`config.mk`:
```
export PLATFORM = sky130hd
export DESIGN_NAME = subleq_run_ctrl
export DESIGN_NICKNAME = d
export VERILOG_FILES = /design/src/rtl/subleq_pkg.sv /design/src/rtl/btn_debounce.sv /design/src/rtl/subleq_run_ctrl.sv
export SDC_FILE = /design/constraint.sdc
export NUM_CORES = 1
export LEC_CHECK = 0
export ABC_AREA = 1
export BUFFER_PORTS_ARGS = -buffer_cell sky130_fd_sc_hd__buf_2
export CORE_ASPECT_RATIO = 1.1
export CORE_UTILIZATION = 56
export CTS_CLUSTER_DIAMETER = 80
export DETAILED_ROUTE_END_ITERATION = 10
export PLACE_DENSITY = 0.8
export SYNTH_ARGS = -nofsm -noshare
export SYNTH_HDL_FRONTEND = slang
export SYNTH_SLANG_ARGS = --single-unit
```
`constraint.sdc`:
```
create_clock -name iClock -period 3.2 [get_ports iClock]
set_input_delay 0.16 -clock iClock [delete_from_list [all_inputs] [get_ports iClock]]
set_output_delay 0.16 -clock iClock [all_outputs]
set_load 0.005 [all_outputs]
```
`src/rtl/subleq_pkg.sv`:
```
// Shared encodings for the subleq CPU, its run controller and the LED/HEX mapping.
package subleq_pkg;

  localparam int unsigned ADDR_W_DEF = 8;
  localparam int unsigned STEP_CNT_W = 32;
  localparam int unsigned PRESC_W    = 8;

  typedef enum logic [1:0] {
    MODE_HALT = 2'b00,
    MODE_STEP = 2'b01,
    MODE_SLOW = 2'b10,
    MODE_FAST = 2'b11
  } run_mode_e;

  typedef enum logic [1:0] {
    ST_IDLE  = 2'd0,
    ST_RUN   = 2'd1,
    ST_BREAK = 2'd2,
    ST_DONE  = 2'd3
  } run_state_e;

endpackage

```
`src/rtl/btn_debounce.sv`:
```
// Step-key conditioner: 2-FF synchronizer, symmetric debounce, one-cycle press pulse.
module btn_debounce #(
  parameter int unsigned DEB_CYCLES = 500000
) (
  input  logic i_clk,
  input  logic i_rst_n,
  input  logic i_btn_n,
  output logic o_press
);

  localparam int unsigned CNT_W = (DEB_CYCLES > 1) ? $clog2(DEB_CYCLES) : 1;
  localparam logic [CNT_W-1:0] CNT_LAST = CNT_W'(DEB_CYCLES - 1);

  logic [1:0]       r_sync;
  logic             r_level;
  logic [CNT_W-1:0] r_cnt;
  logic             r_press;

  // Synchronize, then flip the debounced level only after DEB_CYCLES disagreeing samples.
  always_ff @(posedge i_clk) begin
    if (!i_rst_n) begin
      r_sync  <= 2'b11;
      r_level <= 1'b1;
      r_cnt   <= '0;
      r_press <= 1'b0;
    end else begin
      r_sync  <= {r_sync[0], i_btn_n};
      r_press <= 1'b0;
      if (r_sync[1] == r_level) begin
        r_cnt <= '0;
      end else if (r_cnt == CNT_LAST) begin
        r_cnt   <= '0;
        r_level <= r_sync[1];
        r_press <= ~r_sync[1];
      end else begin
        r_cnt <= r_cnt + CNT_W'(1);
      end
    end
  end

  assign o_press = r_press;

endmodule

```
`src/rtl/subleq_run_ctrl.sv`:
```
// Run/step sequencer: issues single-cycle CPU enables in halt/step/slow/fast modes,
// stops on PC breakpoint or CPU halt, and counts issued steps.
module subleq_run_ctrl #(
  parameter int unsigned ADDR_W     = subleq_pkg::ADDR_W_DEF,
  parameter int unsigned DEB_CYCLES = 500000
) (
  input  logic              iClock,
  input  logic              iReset,
  input  logic [1:0]        iMode,
  input  logic              iStepBtn,
  input  logic [7:0]        iLimit,
  input  logic              iBreakEn,
  input  logic [ADDR_W-1:0] iBreakAddr,
  input  logic [ADDR_W-1:0] iPc,
  input  logic              iHaltReq,
  output logic              oCpuEn,
  output logic [1:0]        oState,
  output logic [31:0]       oStepCount
);

  import subleq_pkg::*;

  run_mode_e             w_mode;
  run_state_e            r_state, w_state_nxt;
  logic                  r_cpu_en, w_pulse;
  logic [STEP_CNT_W-1:0] r_step_cnt;
  logic [PRESC_W-1:0]    r_presc, w_presc_nxt;
  logic                  w_step_req;
  logic                  w_tick;
  logic                  w_bp_hit;
  logic                  w_pc_stale;

  btn_debounce #(
    .DEB_CYCLES (DEB_CYCLES)
  ) u_btn_debounce (
    .i_clk   (iClock),
    .i_rst_n (iReset),
    .i_btn_n (iStepBtn),
    .o_press (w_step_req)
  );

  assign w_mode     = run_mode_e'(iMode);
  // Compare with >= so a lowered limit ticks at once instead of wrapping through 255.
  assign w_tick     = (r_presc >= iLimit);
  assign w_bp_hit   = iBreakEn & (iPc == iBreakAddr);
  // iPc still shows the old value in the cycle after a pulse; skip compare and pulse then.
  assign w_pc_stale = r_cpu_en & iBreakEn;

  // State, enable, step counter and prescaler registers.
  always_ff @(posedge iClock) begin
    if (!iReset) begin
      r_state    <= ST_IDLE;
      r_cpu_en   <= 1'b0;
      r_step_cnt <= '0;
      r_presc    <= '0;
    end else begin
      r_state    <= w_state_nxt;
      r_cpu_en   <= w_pulse;
      r_step_cnt <= r_step_cnt + STEP_CNT_W'(w_pulse);
      r_presc    <= w_presc_nxt;
    end
  end

  // Next state, pulse request and prescaler; CPU halt overrides everything.
  always_comb begin
    w_state_nxt = r_state;
    w_pulse     = 1'b0;
    w_presc_nxt = '0;
    if (iHaltReq) begin
      w_state_nxt = ST_DONE;
    end else begin
      unique case (r_state)
        ST_IDLE: begin
          case (w_mode)
            MODE_STEP:            w_pulse     = w_step_req & ~w_pc_stale;
            MODE_SLOW, MODE_FAST: w_state_nxt = ST_RUN;
            default:              ;
          endcase
        end
        ST_RUN: begin
          if (w_mode == MODE_HALT || w_mode == MODE_STEP) begin
            w_state_nxt = ST_IDLE;
          end else begin
            if (w_mode == MODE_SLOW) begin
              w_presc_nxt = w_tick ? '0 : r_presc + PRESC_W'(1);
            end
            if (!w_pc_stale) begin
              if (w_bp_hit) begin
                w_state_nxt = ST_BREAK;
              end else begin
                w_pulse = (w_mode == MODE_FAST) | w_tick;
              end
            end
          end
        end
        ST_BREAK: begin
          if (w_mode == MODE_HALT) begin
            w_state_nxt = ST_IDLE;
          end else if (w_step_req) begin
            // Escape pulse deliberately bypasses the breakpoint compare.
            w_pulse     = 1'b1;
            w_state_nxt = ST_RUN;
          end
        end
        ST_DONE: ;
        default: w_state_nxt = ST_IDLE;
      endcase
    end
  end

  assign oCpuEn     = r_cpu_en;
  assign oState     = r_state;
  assign oStepCount = r_step_cnt;

endmodule

```
==> flow_summary_export.csv <==
group,metric,value,unit
clocking,cts_max_level,3,
logic_synthesis,synth_enable_flop_cells,0,
critical_path,reg2reg_from,"r_presc[1]",
power_and_ir_drop,swShare,23.98,%
floorplanning,die_h,88.77,um
clocking,numCtsBuffers,9,
floorplanning,rows,31,
power_and_ir_drop,pwr-share-comb,9.3,%
timing,relSlewSlack,66.86,%
timing,setup_violations,0,
logic_synthesis,yosys_warnings,0,
power_and_ir_drop,leakagePower,2.022,nW
global_routing,grt_max_degree,28,
logic_synthesis,syn_avg_cell_area,6.771,um2
clocking,worst_skew_pair.late_latency,0.34,ns
layout,stdcell_count,724,
global_routing,grt_usage,24.09,%
global_routing,antenna_found_initial,0,
timing,drv_slew,0,
clocking,path_clk_slew,0.07,ns
floorplanning,start_util,58.12,%
route,dr.first_iter.drc_count,134,
timing,fin_crit_sh,86.18,%
critical_path,startpoint,"r_presc[1]",
route,drc,0,
logic_synthesis,yosys-top-cells-count,"nand2_1, nor2_1, inv_1",
critical_path,crit_fanout,7,
placement,dpl.hpwl,6055,um
job,drv_cap,0,
power_and_ir_drop,p_int,1.314,mW
power_and_ir_drop,power.density,388.7,nW/um2
layout,diodes,0,
logic_synthesis,syn-num-nets,613,
route,ant_nets,0,
power_and_ir_drop,seqPwrFrac,48.6,%
route,dr.pass1.iters,4,
floorplanning,die_x,80.88,um
critical_path,critPathRequiredTime,3.46,ns
hold_path,min-delay-path-class,"in2reg",
logic_synthesis,synthDistinctLibCells,40,
logic_synthesis,synthTopCellsByArea,"dfxtp_1, nand2_1, nor2_1",
timing,fin_setup_tns,0,ns
logic_synthesis,synth_flop_cell,"dfxtp_1",
layout,nets,685,
global_routing,grt_pass1_vias,3260,
layout,drive_gt1_share,18.69,%
logic_synthesis,seq_area_frac_synth,34.48,%
clocking,cts_tree,"yes",
clocking,cts_resized,0,
timing,finalHoldViolCount,0,
route,wirelength,8065,um
global_routing,grt_overflow_total,0,
timing,grt_setup_unrepaired,"false",
route,wl_per_cell,11.14,um
critical_path,path_class,"reg2reg",
clocking,cts_hold_buffers,0,
clocking,clock_path_buffers,2,
timing,fin_crit,2.758,ns
critical_path,critical_path_arrival,3.02,ns
floorplanning,io_pins,66,
clocking,post_cts_buffers,0,
route,vias,3663,
power_and_ir_drop,clkPwrFrac,42.1,%
floorplanning,coreArea,6594,um2
layout,area_growth,16.00,%
timing,fmax,362.6,MHz
critical_path,worst_setup_path_start_kind,"flip-flop",
logic_synthesis,syn_area,3832,um2
hold_path,min-delay-start,"iStepBtn",
clocking,cts.sinks,66,
timing,worstMarginPinSlew,0.4964,ns
critical_path,r2r_slack,0.44,ns
logic_synthesis,synth_top_area_cell,"dfxtp_1",
critical_path,end_kind,"flip-flop",
placement,dp.cells,709,
placement,gp_congestion,0.8701,
logic_synthesis,yosysMostFrequentCell,"nand2_1",
status,status,"finished clean",
global_routing,grt_pass1_wl,13430,um
route,via_per_inst,5.059,
power_and_ir_drop,peakVddDrop,269.7,uV
logic_synthesis,yosysTopAreaCellShare,34.48,%
clocking,cts_root_buf,"clkbuf_8",
timing,finalClockSkew,0.01053,ns
logic_synthesis,ys_ff_latch,66,
power_and_ir_drop,p_sw,0.4145,mW
logic_synthesis,async_reset_ff_share,0,%
logic_synthesis,syn-instance-count,566,
floorplanning,die_area,7179,um2
placement,numPortBuffers,65,
-- cells in the final DEF, fill, tap and decap left out, drive strengths merged, types with 2 or more instances in the layout --
| cell type | synthesis | layout |
|---|---|---|
| nand2 | 143 | 143 |
| buf | 2 | 65 |
| and3 | 2 | 2 |
| ha | 16 | 16 |
| a21oi | 21 | 21 |
| nor2 | 100 | 100 |
| nor4 | 3 | 3 |
| xnor2 | 8 | 8 |
| nor3b | 6 | 6 |
| dfxtp | 66 | 66 |
| o31ai | 2 | 2 |
| clkbuf | 2 | 13 |
| nand3b | 2 | 2 |
| o21ai | 14 | 14 |
| nand3 | 27 | 27 |
| inv | 89 | 89 |
| xor2 | 13 | 13 |
| nor3 | 22 | 22 |
| clkinv | 1 | 2 |
| or2 | 12 | 12 |
| nand4 | 11 | 11 |
-- stage by stage --
stage               setup WS (ns)  total power, mW  util [%]  hold WS, ns  cell area, um2
CTS                        0.4348            1.741     67.42      0.01204            4446
floorplan                  0.7571           0.9636         -       0.2666            3832
global placement           0.6150            1.012     64.33       0.3641            4242
finish                     0.4422            1.728     67.42      0.02061            4446
global route               0.1958            1.806     67.42      0.01971            4446
detailed placement         0.4939            1.017     64.33       0.3644            4242
-- logic make-up (layout without fill, tap and decap cells) --
logic type                 Yosys count  count (layout)  synth area share, %
AOI/OAI and AO/OA                   40              40                5.517
DFF                                 66              66                34.48
and+or+nand+nor                    329             329                40.61
adders and majority gates           16              16                5.224
buffers and inverters               94             170                9.370
xor gates and xnor gates            21              21                4.799
-- worst paths after layout --
check | end | depth (start not counted)
worst max-delay path | oStepCount[30] | 22
worst min-delay path | u_btn_debounce.r_sync[0] | 2
worst max register to register | oStepCount[30] | 22
worst min register to register | u_btn_debounce.r_sync[1] | 1
-- routing by layer --
metal / global-route usage, % / vias to the layer above / part of all wire, %
li1: - / 1908 / -
met1: 27.19 / 1657 / 45
met2: 44.00 / 84 / 50
met3: 5.464 / 14 / 3.8
met4: 8.604 / 0 / 1.8
met5: 0 / - / 0
-- flip-flops by register name, indices dropped and copies added (netlist names) --
signal and count:
oCpuEn 1, oState 2, oStepCount 32, r_presc 8, u_btn_debounce.o_press 1, u_btn_debounce.r_cnt 19
u_btn_debounce.r_level 1, u_btn_debounce.r_sync 2
-- layout make-up --
class / count / area, um2
well taps: 82 / 102.6
fillers: 598 / 2148
clock buffers: 13 / 168.9
repair buffers: 65 / 325.3
flip-flops and latches: 66 / 1321
multi-input cells: 406 / 2152
inverters: 90 / 340.3
clock inverters: 2 / 35.03
-- power by group through the flow --
| stage | Clock (mW) | Combinational [mW] | Sequential, mW |
|---|---|---|---|
| after floorplan | 0 | 0.106 | 0.858 |
| after global placement | 0 | 0.154 | 0.858 |
| after detailed placement | 0 | 0.158 | 0.859 |
| after CTS | 0.741 | 0.160 | 0.840 |
| after global routing | 0.778 | 0.188 | 0.841 |
| final | 0.728 | 0.161 | 0.840 |
-- worst max-delay path, cell delays in order, from the launching register on --
cell	delay (ns)
dfxtp_1	0.33
ha_1	0.30
inv_1	0.04
nor2_1	0.08
nor2_1	0.05
o21ai_0	0.13
nand2_1	0.09
nand4_1	0.07
nand2_1	0.05
nand2_1	0.05
nand2_1	0.07
inv_1	0.06
ha_1	0.18
ha_1	0.21
nand2_2	0.11
nor2_8	0.17
inv_4	0.06
nor2_4	0.10
inv_2	0.05
nor2_2	0.09
nand2_1	0.08
or2_0	0.20
a21oi_1	0.11
(Power assumes the default switching activity.)
